--- config.mk ---
export PLATFORM = sky130hd
export DESIGN_NAME = mips_multicycle_ctrl
export DESIGN_NICKNAME = d
export VERILOG_FILES = /design/src/rtl/mips_ctrl_pkg.sv /design/src/rtl/alu_func_decoder.sv /design/src/rtl/mips_multicycle_ctrl.sv
export SDC_FILE = /design/constraint.sdc
export NUM_CORES = 1
export LEC_CHECK = 0
export ABC_AREA = 1
export BUFFER_PORTS_ARGS = -buffer_cell sky130_fd_sc_hd__buf_4
export CORE_MARGIN = 4
export CORE_UTILIZATION = 48
export CTS_CLUSTER_SIZE = 24
export DETAILED_ROUTE_END_ITERATION = 8
export GPL_ROUTABILITY_DRIVEN = 1
export MAX_ROUTING_LAYER = met4
export PLACE_DENSITY = 0.77
export SLEW_MARGIN = 20
export SYNTH_ARGS = -nofsm -noshare
export SYNTH_HDL_FRONTEND = slang
export SYNTH_SLANG_ARGS = --single-unit
--- constraint.sdc ---
create_clock -name clk_i -period 1.4 [get_ports clk_i]
set_clock_uncertainty 0.05 [all_clocks]
set_input_delay 0.07 -clock clk_i [delete_from_list [all_inputs] [get_ports clk_i]]
set_output_delay 0.07 -clock clk_i [all_outputs]
set_load 0.01 [all_outputs]
--- src/rtl/mips_ctrl_pkg.sv ---
// Shared constants for the multicycle MIPS main control: opcode and funct
// encodings, ALU control codes, datapath mux codes and FSM state encoding.
package mips_ctrl_pkg;

  // Opcodes (IR[31:26])
  localparam logic [5:0] OpRtype = 6'b000000;
  localparam logic [5:0] OpJ     = 6'b000010;
  localparam logic [5:0] OpBeq   = 6'b000100;
  localparam logic [5:0] OpAddi  = 6'b001000;
  localparam logic [5:0] OpLw    = 6'b100011;
  localparam logic [5:0] OpSw    = 6'b101011;

  // R-type funct codes (IR[5:0])
  localparam logic [5:0] FnAdd = 6'b100000;
  localparam logic [5:0] FnSub = 6'b100010;
  localparam logic [5:0] FnAnd = 6'b100100;
  localparam logic [5:0] FnOr  = 6'b100101;
  localparam logic [5:0] FnSlt = 6'b101010;

  // ALU control codes
  localparam logic [2:0] AluAnd = 3'b000;
  localparam logic [2:0] AluOr  = 3'b001;
  localparam logic [2:0] AluAdd = 3'b010;
  localparam logic [2:0] AluSub = 3'b110;
  localparam logic [2:0] AluSlt = 3'b111;

  // ALU operand B select
  localparam logic [1:0] SrcBReg    = 2'b00;
  localparam logic [1:0] SrcBFour   = 2'b01;
  localparam logic [1:0] SrcBImm    = 2'b10;
  localparam logic [1:0] SrcBImmSh2 = 2'b11;

  // PC source select
  localparam logic [1:0] PcSrcAlu    = 2'b00;
  localparam logic [1:0] PcSrcAluOut = 2'b01;
  localparam logic [1:0] PcSrcJump   = 2'b10;

  typedef enum logic [3:0] {
    StFetch   = 4'd0,
    StDecode  = 4'd1,
    StMemAdr  = 4'd2,
    StMemRd   = 4'd3,
    StMemWb   = 4'd4,
    StMemWr   = 4'd5,
    StRtypeEx = 4'd6,
    StRtypeWb = 4'd7,
    StBeqEx   = 4'd8,
    StAddiEx  = 4'd9,
    StAddiWb  = 4'd10,
    StJump    = 4'd11,
    StTrap    = 4'd12
  } state_e;

endpackage

--- src/rtl/alu_func_decoder.sv ---
// Combinational R-type funct decoder: maps func_field to the ALU control code
// and flags whether the funct is one the datapath supports.
module alu_func_decoder
  import mips_ctrl_pkg::*;
(
  input  logic [5:0] func_field_i,
  output logic [2:0] alu_ctrl_o,
  output logic       func_valid_o
);

  // Decode funct; unsupported codes fall back to add and are flagged invalid.
  always_comb begin
    alu_ctrl_o   = AluAdd;
    func_valid_o = 1'b1;
    case (func_field_i)
      FnAdd:   alu_ctrl_o = AluAdd;
      FnSub:   alu_ctrl_o = AluSub;
      FnAnd:   alu_ctrl_o = AluAnd;
      FnOr:    alu_ctrl_o = AluOr;
      FnSlt:   alu_ctrl_o = AluSlt;
      default: begin
        alu_ctrl_o   = AluAdd;
        func_valid_o = 1'b0;
      end
    endcase
  end

endmodule

--- src/rtl/mips_multicycle_ctrl.sv ---
// Main control FSM of the multicycle MIPS. Moore-style decode of datapath
// controls from the current state, with mem_ready-qualified enables in the
// memory states and a zero-qualified PC write for beq.
// Optional build macro ILLEGAL_OP_TRAP_EN: illegal opcodes park the FSM in a
// TRAP state until reset; without it they retire as a NOP.
module mips_multicycle_ctrl
  import mips_ctrl_pkg::*;
#(
  parameter logic [1:0]  RESET_VECTOR_SEL = 2'b00,
  parameter int unsigned MAX_WAIT         = 15
) (
  input  logic       clk_i,
  input  logic       reset_i,
  input  logic [5:0] opcode_i,
  input  logic [5:0] func_field_i,
  input  logic       zero_i,
  input  logic       mem_ready_i,
  output logic       mem_read_o,
  output logic       mem_write_o,
  output logic       iord_o,
  output logic       ir_write_o,
  output logic       reg_write_o,
  output logic       reg_dst_o,
  output logic       mem_to_reg_o,
  output logic       alu_src_a_o,
  output logic [1:0] alu_src_b_o,
  output logic [2:0] alu_ctrl_o,
  output logic       pc_write_o,
  output logic [1:0] pc_src_o,
  output logic       retire_o,
  output logic       mem_timeout_o
);

  localparam logic [3:0] MaxWaitCnt = 4'(MAX_WAIT);

  state_e     state_q, state_d;
  logic [3:0] wait_cnt_q, wait_cnt_d;
  logic       timeout_q, timeout_d;
  logic       func_ok_q, func_ok_d;

  logic [2:0] fn_alu_ctrl;
  logic       fn_valid;
  logic       waiting;

  alu_func_decoder u_alu_func_decoder (
    .func_field_i (func_field_i),
    .alu_ctrl_o   (fn_alu_ctrl),
    .func_valid_o (fn_valid)
  );

  // A cycle counts as a wait state when a memory access is pending but not ready.
  assign waiting = ((state_q == StFetch) || (state_q == StMemRd) || (state_q == StMemWr)) &&
                   !mem_ready_i;

  // Saturating wait counter and sticky timeout flag.
  always_comb begin
    wait_cnt_d = 4'd0;
    timeout_d  = timeout_q;
    if (waiting) begin
      if (wait_cnt_q == MaxWaitCnt) begin
        wait_cnt_d = wait_cnt_q;
        timeout_d  = 1'b1;
      end else begin
        wait_cnt_d = wait_cnt_q + 4'd1;
      end
    end
  end

  // State, wait counter, timeout flag and latched funct validity.
  always_ff @(posedge clk_i or posedge reset_i) begin
    if (reset_i) begin
      state_q    <= StFetch;
      wait_cnt_q <= 4'd0;
      timeout_q  <= 1'b0;
      func_ok_q  <= 1'b0;
    end else begin
      state_q    <= state_d;
      wait_cnt_q <= wait_cnt_d;
      timeout_q  <= timeout_d;
      func_ok_q  <= func_ok_d;
    end
  end

  // Next-state and datapath control decode; reset overrides every output.
  always_comb begin
    state_d      = state_q;
    func_ok_d    = func_ok_q;
    mem_read_o   = 1'b0;
    mem_write_o  = 1'b0;
    iord_o       = 1'b0;
    ir_write_o   = 1'b0;
    reg_write_o  = 1'b0;
    reg_dst_o    = 1'b0;
    mem_to_reg_o = 1'b0;
    alu_src_a_o  = 1'b0;
    alu_src_b_o  = SrcBReg;
    alu_ctrl_o   = AluAnd;
    pc_write_o   = 1'b0;
    pc_src_o     = PcSrcAlu;
    retire_o     = 1'b0;

    case (state_q)
      StFetch: begin
        // PC + 4 is computed while the instruction is read.
        mem_read_o  = 1'b1;
        alu_src_b_o = SrcBFour;
        alu_ctrl_o  = AluAdd;
        pc_src_o    = PcSrcAlu;
        if (mem_ready_i) begin
          ir_write_o = 1'b1;
          pc_write_o = 1'b1;
          state_d    = StDecode;
        end
      end
      StDecode: begin
        // Speculative branch target into ALUOut.
        alu_src_b_o = SrcBImmSh2;
        alu_ctrl_o  = AluAdd;
        case (opcode_i)
          OpLw, OpSw: state_d = StMemAdr;
          OpRtype:    state_d = StRtypeEx;
          OpBeq:      state_d = StBeqEx;
          OpAddi:     state_d = StAddiEx;
          OpJ:        state_d = StJump;
          default: begin
`ifdef ILLEGAL_OP_TRAP_EN
            state_d = StTrap;
`else
            state_d  = StFetch;
            retire_o = 1'b1;
`endif
          end
        endcase
      end
      StMemAdr: begin
        alu_src_a_o = 1'b1;
        alu_src_b_o = SrcBImm;
        alu_ctrl_o  = AluAdd;
        state_d     = (opcode_i == OpSw) ? StMemWr : StMemRd;
      end
      StMemRd: begin
        mem_read_o = 1'b1;
        iord_o     = 1'b1;
        if (mem_ready_i) state_d = StMemWb;
      end
      StMemWb: begin
        reg_write_o  = 1'b1;
        mem_to_reg_o = 1'b1;
        retire_o     = 1'b1;
        state_d      = StFetch;
      end
      StMemWr: begin
        mem_write_o = 1'b1;
        iord_o      = 1'b1;
        if (mem_ready_i) begin
          retire_o = 1'b1;
          state_d  = StFetch;
        end
      end
      StRtypeEx: begin
        alu_src_a_o = 1'b1;
        alu_src_b_o = SrcBReg;
        alu_ctrl_o  = fn_alu_ctrl;
        func_ok_d   = fn_valid;
        state_d     = StRtypeWb;
      end
      StRtypeWb: begin
        reg_write_o = func_ok_q;
        reg_dst_o   = 1'b1;
        retire_o    = 1'b1;
        state_d     = StFetch;
      end
      StBeqEx: begin
        alu_src_a_o = 1'b1;
        alu_src_b_o = SrcBReg;
        alu_ctrl_o  = AluSub;
        pc_src_o    = PcSrcAluOut;
        pc_write_o  = zero_i;
        retire_o    = 1'b1;
        state_d     = StFetch;
      end
      StAddiEx: begin
        alu_src_a_o = 1'b1;
        alu_src_b_o = SrcBImm;
        alu_ctrl_o  = AluAdd;
        state_d     = StAddiWb;
      end
      StAddiWb: begin
        reg_write_o = 1'b1;
        retire_o    = 1'b1;
        state_d     = StFetch;
      end
      StJump: begin
        pc_src_o   = PcSrcJump;
        pc_write_o = 1'b1;
        retire_o   = 1'b1;
        state_d    = StFetch;
      end
      StTrap: begin
        // Parked with all enables low until reset.
        state_d = StTrap;
      end
      default: state_d = StFetch;
    endcase

    if (reset_i) begin
      mem_read_o   = 1'b0;
      mem_write_o  = 1'b0;
      iord_o       = 1'b0;
      ir_write_o   = 1'b0;
      reg_write_o  = 1'b0;
      reg_dst_o    = 1'b0;
      mem_to_reg_o = 1'b0;
      alu_src_a_o  = 1'b0;
      alu_src_b_o  = 2'b00;
      alu_ctrl_o   = 3'b000;
      pc_write_o   = 1'b0;
      pc_src_o     = RESET_VECTOR_SEL;
      retire_o     = 1'b0;
    end
  end

  assign mem_timeout_o = timeout_q;

endmodule

==> impl_results.md <==
- Clk_lat worst skew: 0.28 ns
- DR WL/cell: 16.8 um
- GP Congestion: 0.847
- Register area share after synthesis: 27.1%
- Failing checks: setup timing
- TritonCTS clock tree: built
- M3 GR Usage: 4.58%
- DRT iter0 DRCs: 85
- Hold path depth: 4
- Startpoint types: flip-flop
- Root Buffer: clkbuf_4
- PD cells: 1570 nW/um^2
- DR pass1 iterations: 5
- Max clock buf depth: 2
- Hold WS: 0.0976 ns
- Most frequent cells after synthesis: nand2_1 (38), nor2_1 (31), inv_1 (19)
- Worst path slowest cell: dfrtp_2
- Area delta synth->final: 66.8%
- Yosys cell types: 26
- Arrival time worst endpoint: 1.63 ns
- Detailed-route via count: 1359
- Routed wire length: 3930 um
- PortBufs: 33
- TritonCTS buffer count: 3
- Most area-hungry cell type in the Yosys netlist: dfrtp_1
- M2 GR Usage: 44.1%
- Die ar.: 2690 sq um
- Fin util: 86.5%
- R2R Path End: state_q[0]
- Pleak: 0.832 nW
- Synth Cell Area: 925 sq um
- Layout cells sized above 1: 46.9%
- R2R setup slack: -0.25 ns
- Dominant cells by area after synthesis: dfrtp_1 (27%), nand2_1 (15%), nor2_1 (13%)
- Yosys top cell area share: 27.1%
- Multi-input gate area: 709 sq um
- Final HPWL DP: 2070 um
- M1 GR Usage: 31.1%
- DRC: 0
- Final ANT Viol Nets: 0
- Core Area: 1780 sq um
- Clock-pin slew on the worst setup and hold paths: 0.07 ns
- Layout Nets: 227
- Total Power: 2.43 mW
- Max-cap viol count: 0
- Synthesized area per cell: 5.97 sq um
- Gr ovfl total: 0
- IO Pins: 34
- #FFs+latches synth: 10
- Chip height: 51.9 um
- First-pass GRT wire length: 5270 um
- Final setup margin: -0.347 ns
- Worst-case reg-to-reg path depth: 10
- Status: finished with violations
- Cell breakdown of the critical path: buf_4 -> nor2_4 -> nand2_2 -> nand3_1 -> nor2_1 -> a21oi_1 -> buf_4
- WHS Endpoint: state_q[2]
- RR Startpoint: state_q[1]
- Final Hold Viols: 0
- Mapped Nets: 172
- Reg area: 254 sq um
- Crit path time final: 1.75 ns
- Initial Util: 51.9%
- Delay-heaviest family, CP: flip-flops
- Most used DFF post-synth: dfrtp_1
- WP buf/inv: 2
- Final Setup Violations: 26
- Crit path max fanout: 5
- Top-count cell post-synth: nand2_1
- Hold_sp: mem_ready_i
- Max_slew headroom: 79.6%
- Synth warn: 0
- CTS H-Tree Depth: 1
- Busiest grt layer: met2
- Slew @ Worst Pin: 0.304 ns
- RSZ-0062 raised after global routing: yes
- CP Class: reg2out
- Max frequency: 572 MHz
- Post-DR vias/cell: 5.81
- Number of synthesized flops with an enable pin: 0
- CP dominant cell by count: buf_4
- Worst VDD drop: 1190 uV
- Slew Limit Fails: 0
- Via count of the first global-routing pass: 1209
- Period utilisation layout: 125%
- Ys async rst share: 100%
- Slowest stage delay, CP: 0.46 ns
- FP Rows: 15
- Nature of the critical path endpoint: output pin
- Initial antenna violation count: 0
- Gr usage total: 26.6%
- HP Class: in2reg
- Worst EP required: 1.28 ns
- Pin count of the biggest net entering global routing: 19
- Die Width: 51.9 um
- N_diodes: 0
- Mapped Cells: 155
- Clock tree sinks: 10
- Fillers: 89
[report_power, final]
part           internal (mW)  switching, mW
combinational          0.706          0.928
sequential             0.370          0.145
clock                  0.158          0.121
[placed cells by master (no fill, tap or decap), drive strengths merged, types with 3 or more instances in the layout]
master   n
a21oi   13
buf     51
clkbuf   4
dfrtp   10
inv     22
nand2   41
nand3    9
nand4    3
nor2    33
nor3     7
o21ai    7
[area by class of cell]
| class | instances | area share, % |
|---|---|---|
| well taps | 25 | 2.03 |
| flip-flops and latches | 10 | 16.5 |
| clock buffers | 4 | 2.35 |
| multi-input cells | 121 | 46.0 |
| repair buffers | 52 | 27.0 |
| inverters | 22 | 6.16 |
[repair_timing]
| item | CTS | global route |
|---|---|---|
| resized for setup | 39 | 14 |
| buffers inserted | 11 | 6 |
| hold endpoints to repair | 10 | 0 |
| gates cloned | 0 | 0 |
| pin swaps | 10 | 5 |
| hold buffers | 1 | 0 |
| setup endpoints to repair | 14 | 25 |
[tightest hold or removal path, delay by kind of cell]
| kind | cells | cell delay (ns) |
|---|---|---|
| AND/OR/NAND/NOR | 2 | 0.13 |
| buffers and inverters | 2 | 0.18 |
[cells by family after synthesis]
| family | synth area share (%) |
|---|---|
| buffers and inverters | 9.74 |
| adder cells (fa/ha/maj) | 1.35 |
| flip-flops | 27.1 |
| XOR/XNOR | 0.947 |
| AO/OA/AOI/OAI | 15.3 |
| AND/OR/NAND/NOR | 45.6 |
[state kept, by name, indices dropped and copies added (netlist names)]
| name | count |
|---|---|
| func_ok_q | 1 |
| mem_timeout_o | 1 |
| state_q | 4 |
| wait_cnt_q | 4 |
[stage by stage]
step	setup slack, ns	TNS, ns	std cells	cell area (sq um)
3_5_place_dp	-0.00753	-0.00753	212	1200
2_1_floorplan	0.169	0	155	925
5_1_grt	-0.384	-5.91	234	1540
3_3_place_gp	-0.00266	-0.00266	212	1200
6_report	-0.347	-4.38	234	1540
4_1_cts	-0.204	-2.08	228	1440
[worst max path at each step]
| stage | from | end | slack [ns] | depth (start not counted) |
|---|---|---|---|---|
| floorplan | state_q[3] | alu_ctrl_o[1] | 0.17 | 5 |
| global route | state_q[1] | retire_o | -0.38 | 7 |
| global placement | state_q[2] | retire_o | -0.003 | 8 |
| CTS | state_q[2] | alu_src_a_o | -0.20 | 7 |
| finish | state_q[1] | retire_o | -0.35 | 7 |
| detailed placement | state_q[2] | retire_o | -0.008 | 8 |
[layer usage]
metal	vias to the layer above	wire [um]	part of all wire [%]
li1	611	-	-
met1	641	1460	37
met2	87	1940	49
met3	20	361	9.2
met4	0	174	4.4
met5	-	0	0
No activity file was read; power rests on OpenSTA's default activity.
